===== config.mk =====
export PLATFORM = sky130hd
export DESIGN_NAME = alu_issue_wb_flat
export DESIGN_NICKNAME = d
export VERILOG_FILES = /design/src/rtl/alu_pkg.sv /design/src/rtl/alu_issue_wb_if.sv /design/src/rtl/alu_pipe_reg.sv /design/src/rtl/alu_issue_wb.sv /design/src/flat_wrapper.sv
export SDC_FILE = /design/constraint.sdc
export NUM_CORES = 1
export LEC_CHECK = 0
export BUFFER_PORTS_ARGS = -buffer_cell sky130_fd_sc_hd__buf_2
export CORE_ASPECT_RATIO = 0.6
export CORE_UTILIZATION = 48
export DETAILED_ROUTE_END_ITERATION = 10
export PLACE_DENSITY_LB_ADDON = 0.2
export SYNTH_ARGS = -nofsm -noshare
export SYNTH_HDL_FRONTEND = slang
export SYNTH_SLANG_ARGS = --single-unit

===== constraint.sdc =====
create_clock -name clk -period 1.8 [get_ports clk]
set_input_delay 0.36 -clock clk [delete_from_list [all_inputs] [get_ports clk]]
set_output_delay 0.36 -clock clk [all_outputs]
set_load 0.1 [all_outputs]

===== src/rtl/alu_pkg.sv =====
// Shared ALU definitions: default widths and operation-select codes used by
// the issue/writeback block and by the ALU selector it drives.
package alu_pkg;

    localparam int XLEN_D = 32;
    localparam int OPW_D  = 4;
    localparam int REGW_D = 5;

    typedef enum logic [3:0] {
        ALU_AND = 4'd0,
        ALU_OR  = 4'd1,
        ALU_ADD = 4'd2,
        ALU_SUB = 4'd3,
        ALU_XOR = 4'd4,
        ALU_SLL = 4'd5,
        ALU_SRL = 4'd6,
        ALU_SLT = 4'd7
    } alu_op_e;

endpackage


===== src/rtl/alu_issue_wb_if.sv =====
// Decode/ALU/writeback bus of the issue block. The block side is the master.
// With ALU_BYPASS_EN defined the bus also carries the operand source indices.
interface alu_issue_wb_if #(
    parameter int XLEN = 32,
    parameter int OPW  = 4,
    parameter int REGW = 5
) ();
    logic            in_valid;
    logic            in_ready;
    logic [OPW-1:0]  in_op;
    logic [XLEN-1:0] in_a;
    logic [XLEN-1:0] in_b;
    logic [REGW-1:0] in_rd;
`ifdef ALU_BYPASS_EN
    logic [REGW-1:0] in_rs1;
    logic [REGW-1:0] in_rs2;
`endif
    logic [XLEN-1:0] alu_a;
    logic [XLEN-1:0] alu_b;
    logic [OPW-1:0]  alu_sel;
    logic [XLEN-1:0] alu_r;
    logic            wb_valid;
    logic            wb_ready;
    logic            wb_we;
    logic [REGW-1:0] wb_rd;
    logic [XLEN-1:0] wb_data;

    modport master (
        input  in_valid, in_op, in_a, in_b, in_rd,
`ifdef ALU_BYPASS_EN
        input  in_rs1, in_rs2,
`endif
        output in_ready, alu_a, alu_b, alu_sel,
        input  alu_r,
        output wb_valid, wb_we, wb_rd, wb_data,
        input  wb_ready
    );

    modport slave (
        output in_valid, in_op, in_a, in_b, in_rd,
`ifdef ALU_BYPASS_EN
        output in_rs1, in_rs2,
`endif
        input  in_ready, alu_a, alu_b, alu_sel,
        output alu_r,
        input  wb_valid, wb_we, wb_rd, wb_data,
        output wb_ready
    );
endinterface


===== src/rtl/alu_pipe_reg.sv =====
// One valid/ready register slice. Loads whenever it is empty or its content
// leaves this cycle, so a full pipeline of slices runs at one item per cycle.
module alu_pipe_reg #(
    parameter int W = 8
) (
    input  logic         clk,
    input  logic         rst_n,
    input  logic         in_valid,
    output logic         in_ready,
    input  logic [W-1:0] in_data,
    output logic         out_valid,
    input  logic         out_ready,
    output logic [W-1:0] out_data
);
    assign in_ready = !out_valid || out_ready;

    // Load on accept, drop the entry when it leaves without a replacement.
    always_ff @(posedge clk) begin
        if (!rst_n) begin
            out_valid <= 1'b0;
            out_data  <= '0;
        end else if (in_valid && in_ready) begin
            out_valid <= 1'b1;
            out_data  <= in_data;
        end else if (out_ready) begin
            out_valid <= 1'b0;
        end
    end
endmodule


===== src/rtl/alu_issue_wb.sv =====
// ALU issue/writeback slice: E register drives the external combinational
// ALU, W register holds the result for the register-file write port.
// Optional feature macro: ALU_BYPASS_EN (W->E operand bypass plus interlock).
module alu_issue_wb
    import alu_pkg::*;
#(
    parameter int XLEN = XLEN_D,
    parameter int OPW  = OPW_D,
    parameter int REGW = REGW_D
) (
    input  logic          clk,
    input  logic          rst_n,
    alu_issue_wb_if.master bus,
    output logic [31:0]   retire_cnt
);
    localparam int EW = OPW + 2*XLEN + REGW;
    localparam int WW = REGW + 1 + XLEN;

    logic            e_valid, e_in_ready, w_valid, w_free, ilk;
    logic [EW-1:0]   e_data;
    logic [WW-1:0]   w_in, w_data;
    logic [REGW-1:0] e_rd;
    logic [XLEN-1:0] a_sel, b_sel;

`ifdef ALU_BYPASS_EN
    // Hold decode while the op in E produces a source; it is bypassed from W
    // one cycle later instead.
    assign ilk   = e_valid && (e_rd != '0) &&
                   ((e_rd == bus.in_rs1) || (e_rd == bus.in_rs2));
    assign a_sel = (w_valid && bus.wb_rd != '0 && bus.wb_rd == bus.in_rs1) ? bus.wb_data : bus.in_a;
    assign b_sel = (w_valid && bus.wb_rd != '0 && bus.wb_rd == bus.in_rs2) ? bus.wb_data : bus.in_b;
`else
    assign ilk   = 1'b0;
    assign a_sel = bus.in_a;
    assign b_sel = bus.in_b;
`endif

    assign bus.in_ready = e_in_ready && !ilk;

    alu_pipe_reg #(.W(EW)) u_e (
        .clk      (clk),
        .rst_n    (rst_n),
        .in_valid (bus.in_valid && !ilk),
        .in_ready (e_in_ready),
        .in_data  ({bus.in_op, a_sel, b_sel, bus.in_rd}),
        .out_valid(e_valid),
        .out_ready(w_free),
        .out_data (e_data)
    );

    assign {bus.alu_sel, bus.alu_a, bus.alu_b, e_rd} = e_data;

    // Writes to x0 still complete the handshake but carry no data or enable.
    assign w_in = {e_rd, (e_rd != '0), (e_rd != '0) ? bus.alu_r : {XLEN{1'b0}}};

    alu_pipe_reg #(.W(WW)) u_w (
        .clk      (clk),
        .rst_n    (rst_n),
        .in_valid (e_valid),
        .in_ready (w_free),
        .in_data  (w_in),
        .out_valid(w_valid),
        .out_ready(bus.wb_ready),
        .out_data (w_data)
    );

    assign bus.wb_valid = w_valid;
    assign {bus.wb_rd, bus.wb_we, bus.wb_data} = w_data;

    // Count completed writeback handshakes; wraps naturally at 2^32.
    always_ff @(posedge clk) begin
        if (!rst_n)                     retire_cnt <= '0;
        else if (w_valid && bus.wb_ready) retire_cnt <= retire_cnt + 32'd1;
    end
endmodule


===== src/flat_wrapper.sv =====
// flat-port wrapper written by rule: the top's interface ports become plain ports
module alu_issue_wb_flat import alu_pkg::*;
#(
    parameter int XLEN = XLEN_D,
    parameter int OPW  = OPW_D,
    parameter int REGW = REGW_D
)
  (clk, rst_n, retire_cnt, bus_in_valid, bus_in_op, bus_in_a, bus_in_b, bus_in_rd, bus_in_ready, bus_alu_a, bus_alu_b, bus_alu_sel, bus_alu_r, bus_wb_valid, bus_wb_we, bus_wb_rd, bus_wb_data, bus_wb_ready);
  alu_issue_wb_if #(.XLEN(XLEN), .OPW(OPW), .REGW(REGW)) bus_i ();
  input  logic clk;
  input  logic rst_n;
  output logic [31:0] retire_cnt;
  input wire logic [$bits(bus_i.in_valid)-1:0] bus_in_valid;
  input wire logic [$bits(bus_i.in_op)-1:0] bus_in_op;
  input wire logic [$bits(bus_i.in_a)-1:0] bus_in_a;
  input wire logic [$bits(bus_i.in_b)-1:0] bus_in_b;
  input wire logic [$bits(bus_i.in_rd)-1:0] bus_in_rd;
  output wire logic [$bits(bus_i.in_ready)-1:0] bus_in_ready;
  output wire logic [$bits(bus_i.alu_a)-1:0] bus_alu_a;
  output wire logic [$bits(bus_i.alu_b)-1:0] bus_alu_b;
  output wire logic [$bits(bus_i.alu_sel)-1:0] bus_alu_sel;
  input wire logic [$bits(bus_i.alu_r)-1:0] bus_alu_r;
  output wire logic [$bits(bus_i.wb_valid)-1:0] bus_wb_valid;
  output wire logic [$bits(bus_i.wb_we)-1:0] bus_wb_we;
  output wire logic [$bits(bus_i.wb_rd)-1:0] bus_wb_rd;
  output wire logic [$bits(bus_i.wb_data)-1:0] bus_wb_data;
  input wire logic [$bits(bus_i.wb_ready)-1:0] bus_wb_ready;
  assign bus_i.in_valid = bus_in_valid;
  assign bus_i.in_op = bus_in_op;
  assign bus_i.in_a = bus_in_a;
  assign bus_i.in_b = bus_in_b;
  assign bus_i.in_rd = bus_in_rd;
  assign bus_in_ready = bus_i.in_ready;
  assign bus_alu_a = bus_i.alu_a;
  assign bus_alu_b = bus_i.alu_b;
  assign bus_alu_sel = bus_i.alu_sel;
  assign bus_i.alu_r = bus_alu_r;
  assign bus_wb_valid = bus_i.wb_valid;
  assign bus_wb_we = bus_i.wb_we;
  assign bus_wb_rd = bus_i.wb_rd;
  assign bus_wb_data = bus_i.wb_data;
  assign bus_i.wb_ready = bus_wb_ready;
  alu_issue_wb #(.XLEN(XLEN), .OPW(OPW), .REGW(REGW)) u_core (.clk(clk), .rst_n(rst_n), .bus(bus_i), .retire_cnt(retire_cnt));
endmodule

* Word-level counts from Yosys, hierarchy flattened *
Index checks and enable logic that the tools add are counted.

storage, ports and cells
  register bits = 145
  bits of input ports = 109
  output and inout bits = 140

cells by class
  add/subtract/negate cells = 1
  muxes and demuxes = 5
  reductions and logical operators = 10

operator list
  cell                   number
  $add 32x1->32 const B  1
  $mux 32                1
  $reduce_bool 5->1      1
  $mux 1                 4
  $reduce_bool 2->1      2
  $logic_and 1x1->1      3
  $logic_not 1->1        2
  $logic_or 1x1->1       2

* Logic depth before layout (Yosys ltp) *
Gate-level depths: netlist of run 1.

  word-level depth = 5
  gate-level depth with buffers = 7

* Modules after synthesis *
Synthesis of run 1 repeated with hierarchy kept, for this count alone.

unflattened totals
  cell total of the unflattened synthesis = 707
  area total of the unflattened synthesis = 6331.1 um2

modules (own cells, without submodules)
  module                      instances  cells each  area an instance (um2)
  alu_pipe_reg at u_core.u_e  1          321         3017.9
  alu_issue_wb                1          216         1747.9
  alu_pipe_reg at u_core.u_w  1          170         1565.3

* Least setup slack after synthesis of run 1 *
No wires, ideal clock.

  path kind = register to register
  start point = reg u_core.u_w.out_valid
  end point = reg u_core.u_e.out_data[63]
  library setup time = 70 ps
  arrival time = 3133 ps
  data required time = 1730 ps
  path slack = -1404 ps
  cell stages (with the launch flop) = 6
  clock period less this slack = 3204 ps
  cell sequence = dfxtp_1 -> nand3b_1 -> nand2_1 -> clkbuf_1 -> nand2_1 -> a21oi_1

between the ends
  cells in the longest elaborated chain, start to end = 4

ends and longest elaborated chain
  element                        line                text
  start, declared                alu_pipe_reg.sv:11  output logic out_valid,
  start signal, assigned         alu_pipe_reg.sv:20  out_valid <= 1'b0;
  start signal, assigned         alu_pipe_reg.sv:23  out_valid <= 1'b1;
  start signal, assigned         alu_pipe_reg.sv:26  out_valid <= 1'b0;
  $logic_not 1->1                alu_pipe_reg.sv:15  assign in_ready = !out_valid || out_ready;
  $logic_or 1x1->1 (2 in a row)  alu_pipe_reg.sv:15
  net bus_in_ready               flat_wrapper.sv:18  output wire logic [$bits(bus_i.in_ready)-1:0] bus_in_ready;
  $logic_and 1x1->1              alu_pipe_reg.sv:22  end else if (in_valid && in_ready) begin
  end signal, assigned           alu_pipe_reg.sv:24  out_data <= in_data;
  end, declared                  alu_pipe_reg.sv:13  output logic [W-1:0] out_data

The timed path passes the listed nets, and every way through them passes these cells.
A chain may end at the register's enable or synchronous reset.

* Final worst setup path of run 1 *
  start point = reg u_core.retire_cnt[7]
  end point = reg u_core.retire_cnt[21]

between the ends
  cells in the longest elaborated chain, start to end = 1

ends and longest elaborated chain
  element                 line                text
  start, declared         alu_issue_wb.sv:14  output logic [31:0] retire_cnt
  start signal, assigned  alu_issue_wb.sv:73  else if (w_valid && bus.wb_ready) retire_cnt <= retire_cnt + 32'd1;
  $add 32x1->32           alu_issue_wb.sv:73

Every way passes these cells.

==> results.yml, run 1 <==
status:
  status: "complete, no violations"
grt:
  grt_pass1_wl_um: 23350
  grt_antenna_before_repair: 1
  grt_max_degree: 74
  gr-usage-all-layers_pct: 23.62
  grt_pass1_vias: 4854
  gr-total-overflow: 0
die:
  rows: 30
  die_w_um: 144.7
  die_area_um2: 12680
  ios: 249
  coreArea_um2: 11600
  die_h_um: 87.62
  start_util_pct: 50.56
synth:
  synth_edf_count: 0
  seq_area_frac_synth_pct: 49.50
  dominantRegCellSynth: "dfxtp_1"
  syn_area_um2: 5864
  syn_inst: 699
  async_reset_ff_share_pct: 0
  yosys_warnings: 0
  syn_nets: 809
  avgSynthCellArea_um2: 8.390
  ys_types: 37
  ys_seq_elements: 145
route:
  viasPerCell: 5.142
  drc: 0
  drtAntennaViolNets: 0
  wl_per_cell_um: 14.42
  drtIter0Drc: 248
  routed-via-count: 5404
  drt_wl_total_um: 15150
  first_pass_iters: 5
clock_tree:
  path_clk_slew_ns: 0.06
  cts_root_buf: "clkbuf_16"
  cts_num_sinks: 145
  tritoncts: "done"
  ctsHoldBuffers: 0
  clk-insertion-delay-late_ns: 0.41
  htreeDepth: 4
  ctsLongestPathBuffers: 2
  cts_buffers: 17
critical_path:
  r2r_start: "u_core.retire_cnt[7]"
  end_kind: "flop"
  cp_max_fo: 10
  path_buf_inv: 0
  critPathTopFamily: "simple AND/OR/NAND/NOR gates"
  cp_slowest_cell: "or4_1"
  worstSetupStartpoint: "u_core.retire_cnt[7]"
  crit_type: "flop to flop"
  critical_path_arrival_ns: 2.04
  cp_cell_sequence: "and4_1, nand2_1, or4_1, a21oi_1"
  cp-start-kind: "flop"
  cp_slowest_stage_delay_ns: 0.57
  critPathRequiredTime_ns: 2.13
sta:
  max_freq_mhz: 586.1
  finalMaxSlewViolations: 0
  worstMarginPinSlew_ns: 0.5121
  hold_ws_ns: 0.1775
  setup-violations-final: 0
  final.min_clock_period_ns: 1.706
  slew_headroom_pct: 66.10
  post-route-period-util_pct: 94.79
  grt_setup_unrepaired: "false"
  final.setup_skew_ns: 0.01141
  hold_violations: 0
placement:
  post-dp-hpwl_um: 10720
  place_area_um2: 7025
  place.gp.congestion: 0.7724
  place.port_buffers: 248
cells_and_area:
  antennaDiodeCount: 0
  seq_area_um2: 2997
  n_fill_cell: 966
  final_common_cell: "buf_2"
  area_delta_synth_final_pct: 29.85
  layout.nets: 988
  multi_input_area_um2: 2291
  fin_area_um2: 7615
  final_layout_size_suffix_gt1_share_pct: 38.38
  final_cell_mix: "buf_2, nand2_1, dfxtp_1"
power_and_ir_drop:
  combPwrFrac_pct: 18.2
  leakagePower_nw: 3.499
  pwr-share-clk_pct: 41.1
  seq_power_share_pct: 40.7
  irDropWorstVdd_mv: 0.6605
  switchingPower_w: 0.002684
  p_per_area_nw_per_um2: 1091
  cell_internal_pwr_w: 0.005625
  swShare_pct: 32.30
worst_hold_path:
  hold_path.class: "primary input to flop"
  hp-start: "bus_alu_r[3]"
flow_run:
  drv_cap: 0
-- tightest hold or removal path, stage by stage --
cell and delay, ns:
buf_2 0.07, a22oi_1 0.05, nor2_1 0.07
-- power groups by stage --
stage / registers, W / clock network [W] / logic, W
after floorplan: 0.00370 / 0 / 0.00103
after global placement: 0.00344 / 0 / 0.00149
after detailed placement: 0.00345 / 0 / 0.00151
after CTS: 0.00338 / 0.00349 / 0.00152
after global routing: 0.00339 / 0.00367 / 0.00158
final: 0.00338 / 0.00342 / 0.00151
-- cell families (layout without fill, tap and decap cells) --
logic type | Yosys count | in the layout | share of synthesized area, %
xor+xnor | 12 | 12 | 1.792
mux | 4 | 4 | 0.6828
flops | 145 | 145 | 49.50
simple gates | 272 | 272 | 20.63
buf+inv | 116 | 308 | 12.10
fa+ha+maj | 1 | 1 | 0.2133
compound gates | 149 | 149 | 15.08
-- registers in the layout, summed over array words and instances (netlist names) --
| signal | cells |
|---|---|
| u_core.retire_cnt | 32 |
| u_core.u_e.out_data | 73 |
| u_core.u_e.out_valid | 1 |
| u_core.u_w.out_data | 38 |
| u_core.u_w.out_valid | 1 |
-- metrics by stage --
| stage | setup slack, ns | utilization (%) | TNS, ns | std cells | power, W |
|---|---|---|---|---|---|
| after floorplan | -0.4731 | - | -34.21 | 699 | 0.004735 |
| after global placement | 0.04362 | 60.57 | 0 | 1018 | 0.004938 |
| after detailed placement | -0.1339 | 60.57 | -0.1600 | 1018 | 0.004960 |
| after CTS | 0.01628 | 65.59 | 0 | 1050 | 0.008386 |
| after global routing | 0.006888 | 65.65 | 0 | 1051 | 0.008642 |
| final | 0.09372 | 65.65 | 0 | 1051 | 0.008309 |
-- layout make-up --
| class | count | share of cell area, % |
|---|---|---|
| Multi-Input combinational cell | 438 | 30.09 |
| Clock inverter | 13 | 1.660 |
| Clock buffer | 19 | 5.965 |
| Tap cell | 160 | 2.629 |
| Timing Repair Buffer | 270 | 19.98 |
| Inverter | 6 | 0.3286 |
| Sequential cell | 145 | 39.35 |
-- per-layer routing --
layer  global-route usage (%)  up-vias  routed length [um]
met3                    7.162       25                1139
met5                        0        -                   0
met1                    30.17     2500                6626
li1                         -     2663                   -
met4                    10.72        0                 311
met2                    36.98      216                7074
-- path summary, 6_finish.rpt --
check	slack, ns	endpoint	depth (start not counted)
worst min-delay path	0.18	u_core.u_w.out_data[3]	3
worst max register to register	0.09	u_core.retire_cnt[21]	4
worst max-delay path	0.09	u_core.retire_cnt[21]	4
worst min register to register	0.46	u_core.u_e.out_data[43]	2
-- cells in the mapped netlist (2+ instances only) --
cell / number / area [um^2]
and2_1: 3 / 18.77
nand2_1: 159 / 596.8
a21oi_1: 94 / 470.5
or4_1: 14 / 105.1
nand3_1: 10 / 50.05
dfxtp_1: 145 / 2903
inv_1: 5 / 18.77
or3_1: 3 / 18.77
nor3_1: 2 / 10.01
nand4_1: 11 / 68.82
mux2i_1: 4 / 40.04
buf_2: 6 / 30.03
nor2_1: 52 / 195.2
o21ai_0: 3 / 15.01
and4_1: 7 / 61.31
xor2_1: 11 / 96.34
nand2b_1: 2 / 12.51
o31ai_1: 14 / 105.1
buf_4: 69 / 518.0
a22oi_1: 32 / 240.2
clkbuf_1: 34 / 127.6
o21a_1: 2 / 15.01
and3_1: 3 / 18.77
-- repair_timing --
item                                    4_1_cts  5_1_grt
pin swaps                                     0        1
setup buffers                                 0        1
endpoints found under the setup margin        1        2
gates resized for setup                       1        1
Note: power is estimated with default switching activity, not from simulation.
==> run 2, diff against run 1 <==
--- a/config.mk
+++ b/config.mk
@@ -10,6 +10,7 @@
 export CORE_UTILIZATION = 48
 export DETAILED_ROUTE_END_ITERATION = 10
 export PLACE_DENSITY_LB_ADDON = 0.2
+export SETUP_SLACK_MARGIN = 0.5
 export SYNTH_ARGS = -nofsm -noshare
 export SYNTH_HDL_FRONTEND = slang
 export SYNTH_SLANG_ARGS = --single-unit
==> run 2 against run 1 <==
The run now fails in global routing. Synthesized cell count unchanged. Area after synthesis unchanged.
==> results.yml, run 2 <==
status:
  status: "did not finish"
  haltStage: "global routing"
  first-error: "[ERROR DPL-0038] Utilization greater than 100%, impossible to legalize"
placement:
  place.port_buffers: 248
  place_area_um2: 7091
  post-dp-hpwl_um: 10810
  place_inst: 1020
  place_ws_ns: -0.03064
  place.gp.congestion: 0.7929
grt:
  grt_max_degree: 42
die:
  rows: 30
  die_h_um: 87.62
  ios: 249
  die_w_um: 144.7
  start_util_pct: 50.56
synth:
  synth_common_cells: "nand2_1, dfxtp_1, a21oi_1"
  ys_seq_elements: 145
  async_reset_ff_share_pct: 0
  avgSynthCellArea_um2: 8.390
  seq_area_frac_synth_pct: 49.50
  yosys_warnings: 0
  syn_area_um2: 5864
  dominantRegCellSynth: "dfxtp_1"
  synth_top_family_by_area: "simple AND/OR/NAND/NOR gates"
  synth_edf_count: 0
  synth.most_common_cell: "nand2_1"
  synthSimpleGateAreaFrac_pct: 20.63
  synth_fa_ha_area_share_pct: 0.2134
  syn_inst: 699
  synthDominantCellAreaShare_pct: 49.50
  synth.mux.area_fraction_pct: 0.6827
  yosysTopAreaCell: "dfxtp_1"
  synth_xor_area_share_pct: 1.792
  synthTopCellsByArea: "dfxtp_1, nand2_1, buf_4"
  ys_types: 37
  syn_nets: 809
  synth-compound-area-share_pct: 15.08
sta:
  crit_endpoint: "u_core.retire_cnt[28]$_SDFFE_PN0P_/D"
  worst-ep-kind: "register input"
clock_tree:
  ctsLongestPathBuffers: 2
  htreeDepth: 4
  cts_buffers: 17
  cts_root_buf: "clkbuf_16"
  cts_num_sinks: 145
-- run 2: cell counts after synthesis --
No cell type changed its count.
-- run 2: metrics by stage --
step / util [%] / hold slack, ns
after floorplan: - / 0.4391
after global placement: 61.13 / 0.4448
after detailed placement: 61.13 / 0.4497
after CTS: 97.62 / 0.1743
-- run 2: timing repair --
item	CTS
hold buffers	0
gates cloned	15
gates resized for setup	811
setup buffers	68
endpoints found under the setup margin	276
pin swaps	48
-- run 2: cell families after synthesis --
logic type,Yosys count
simple gates,272
compound gates,149
flops,145
buf+inv,116
xor+xnor,12
mux,4
fa+ha+maj,1
==> run 3, diff against run 2 <==
--- a/config.mk
+++ b/config.mk
@@ -6,11 +6,9 @@
 export NUM_CORES = 1
 export LEC_CHECK = 0
 export BUFFER_PORTS_ARGS = -buffer_cell sky130_fd_sc_hd__buf_2
-export CORE_ASPECT_RATIO = 0.6
-export CORE_UTILIZATION = 48
+export CORE_UTILIZATION = 40
 export DETAILED_ROUTE_END_ITERATION = 10
-export PLACE_DENSITY_LB_ADDON = 0.2
-export SETUP_SLACK_MARGIN = 0.5
+export PLACE_DENSITY_LB_ADDON = 0.15
 export SYNTH_ARGS = -nofsm -noshare
 export SYNTH_HDL_FRONTEND = slang
 export SYNTH_SLANG_ARGS = --single-unit
==> run 3 against run 2 <==
The run now ends clean.
==> results.yml, run 3 (synthesis results as in run 1) <==
status:
  status: "complete, no violations"
cells_and_area:
  final_common_cell: "buf_2"
  final_cell_mix: "buf_2, nand2_1, dfxtp_1"
  finalNonFillerCells: 1071
  antennaDiodeCount: 0
  top_regs: "u_core.u_e.out_data: 73 flops, u_core.u_w.out_data: 38 flops, u_core.retire_cnt: 32 flops"
  layout.nets: 988
  largest_register_ffs: 73
  n_fill_cell: 1324
  area_delta_synth_final_pct: 29.78
  final_layout_size_suffix_gt1_share_pct: 38.16
  regMostFlops: "u_core.u_e.out_data"
route:
  drtAntennaViolNets: 0
  viasPerCell: 5.004
  routed-via-count: 5359
  drtIter0Drc: 248
  drc: 0
  drt_wl_total_um: 14760
  first_pass_iters: 5
  wl_per_cell_um: 13.78
placement:
  place.port_buffers: 248
  place.gp.congestion: 0.7758
  post-dp-hpwl_um: 10540
  place_inst: 1038
clock_tree:
  cts_num_sinks: 145
  cts_root_buf: "clkbuf_16"
  path_clk_slew_ns: 0.06
  clk-insertion-delay-late_ns: 0.42
  ctsHoldBuffers: 0
  cts_buffers: 17
  htreeDepth: 4
  ctsLongestPathBuffers: 2
  tritoncts: "done"
flow_run:
  drv_cap: 0
die:
  die_w_um: 123.1
  coreArea_um2: 14100
  start_util_pct: 41.60
  die_area_um2: 15150
  rows: 43
  ios: 249
  die_h_um: 123.1
power_and_ir_drop:
  combPwrFrac_pct: 17.8
  pwr-share-clk_pct: 42.0
  seq_power_share_pct: 40.2
  p_per_area_nw_per_um2: 1104
  switchingPower_w: 0.002567
  irDropWorstVdd_mv: 0.6341
  cell_internal_pwr_w: 0.005839
  swShare_pct: 30.54
  leakagePower_nw: 3.497
sta:
  slew_headroom_pct: 66.12
  max_freq_mhz: 581.7
  grt_setup_unrepaired: "false"
  final.setup_skew_ns: 0.009392
  post-route-period-util_pct: 95.50
  hold_ws_ns: 0.1821
  final.min_clock_period_ns: 1.719
  finalMaxSlewViolations: 0
  worstMarginPinSlew_ns: 0.5117
  setup-violations-final: 0
  hold_violations: 0
worst_hold_path:
  hold_path.class: "primary input to flop"
  worstHoldPathCells: 3
  min_to: "u_core.u_e.out_data[56]"
  hp-start: "bus_in_a[19]"
critical_path:
  cp_slowest_cell: "dfxtp_1"
  r2r_setup_slack_ns: 0.11
  r2r_start: "u_core.retire_cnt[0]"
  critPathRequiredTime_ns: 1.44
  crit_type: "flop to primary output"
  cp_slowest_stage_delay_ns: 0.44
  worstReg2RegEnd: "u_core.retire_cnt[30]"
  critical_path_arrival_ns: 1.36
  cp_cell_sequence: "nand3b_1, buf_12"
  path_buf_inv: 1
  critPathTopFamily: "flip-flops"
  end_kind: "primary output"
  cp-start-kind: "flop"
  cp_max_fo: 5
  r2r_cells: 6
grt:
  grt_antenna_before_repair: 0
  grt_pass1_vias: 4820
  gr-total-overflow: 0
  gr-usage-all-layers_pct: 18.90
  grt_pass1_wl_um: 22450
  grt_max_degree: 94
==> run 3: layout make-up <==
cell class	count	area, um^2	share of cell area (%)
Clock buffer	23	500.5	6.576
Clock inverter	9	101.3	1.332
Inverter	6	25.02	0.3288
Multi-Input combinational cell	438	2291	30.10
Sequential cell	145	2997	39.37
Tap cell	180	225.2	2.959
Timing Repair Buffer	270	1471	19.33
==> run 3: layer usage <==
layer | GRT usage [%] | share of wire (%) | vias to the layer above
met5 | 0 | 0 | -
met4 | 8.358 | 1.8 | 0
met3 | 6.550 | 9.1 | 18
met2 | 32.48 | 49 | 199
met1 | 21.08 | 40 | 2478
li1 | - | - | 2664
==> run 3: timing repair <==
action	in CTS	in global routing
pin swaps	1	1
buffers inserted	1	0
gates cloned	0	0
resized for setup	0	1
setup endpoints to repair	2	5
==> run 3: worst max path at each step <==
stage                         startpoint  slack, ns  cells past startpoint                endpoint
CTS                 u_core.u_e.out_valid       0.04                      2            bus_in_ready
global placement            bus_wb_ready       0.04                      6   u_core.retire_cnt[29]
global route        u_core.u_e.out_valid     0.0005                      2            bus_in_ready
floorplan           u_core.u_w.out_valid      -0.47                      5  u_core.u_e.out_data[2]
detailed placement          bus_wb_ready       0.02                      5   u_core.retire_cnt[21]
finish              u_core.u_e.out_valid       0.08                      2            bus_in_ready
==> run 3: worst min-delay path: cells and delay by family <==
family | cells | cell delay (ns)
buffers and inverters | 1 | 0.09
AOI/OAI and AO/OA | 1 | 0.05
and+or+nand+nor | 1 | 0.04
==> run 3: metrics by stage <==
stage          util [%]  total power [W]  instance area (um^2)  setup WS [ns]  setup TNS, ns
3_3_place_gp      49.66         0.004929                  7000        0.04411              0
6_report          53.99         0.008406                  7611        0.08094              0
5_1_grt           53.99         0.008721                  7611      0.0004893              0
2_1_floorplan         -         0.004735                  6051        -0.4731         -34.21
4_1_cts           53.99         0.008496                  7610        0.04234              0
3_5_place_dp      49.66         0.004949                  7000        0.02138              0
==> run 3: power by group through the flow <==
stage | sequential (W) | clock, W | combinational (W)
floorplan | 0.00370 | 0 | 0.00103
global placement | 0.00344 | 0 | 0.00149
detailed placement | 0.00345 | 0 | 0.00150
CTS | 0.00338 | 0.00361 | 0.00150
global route | 0.00339 | 0.00375 | 0.00157
finish | 0.00338 | 0.00353 | 0.00149
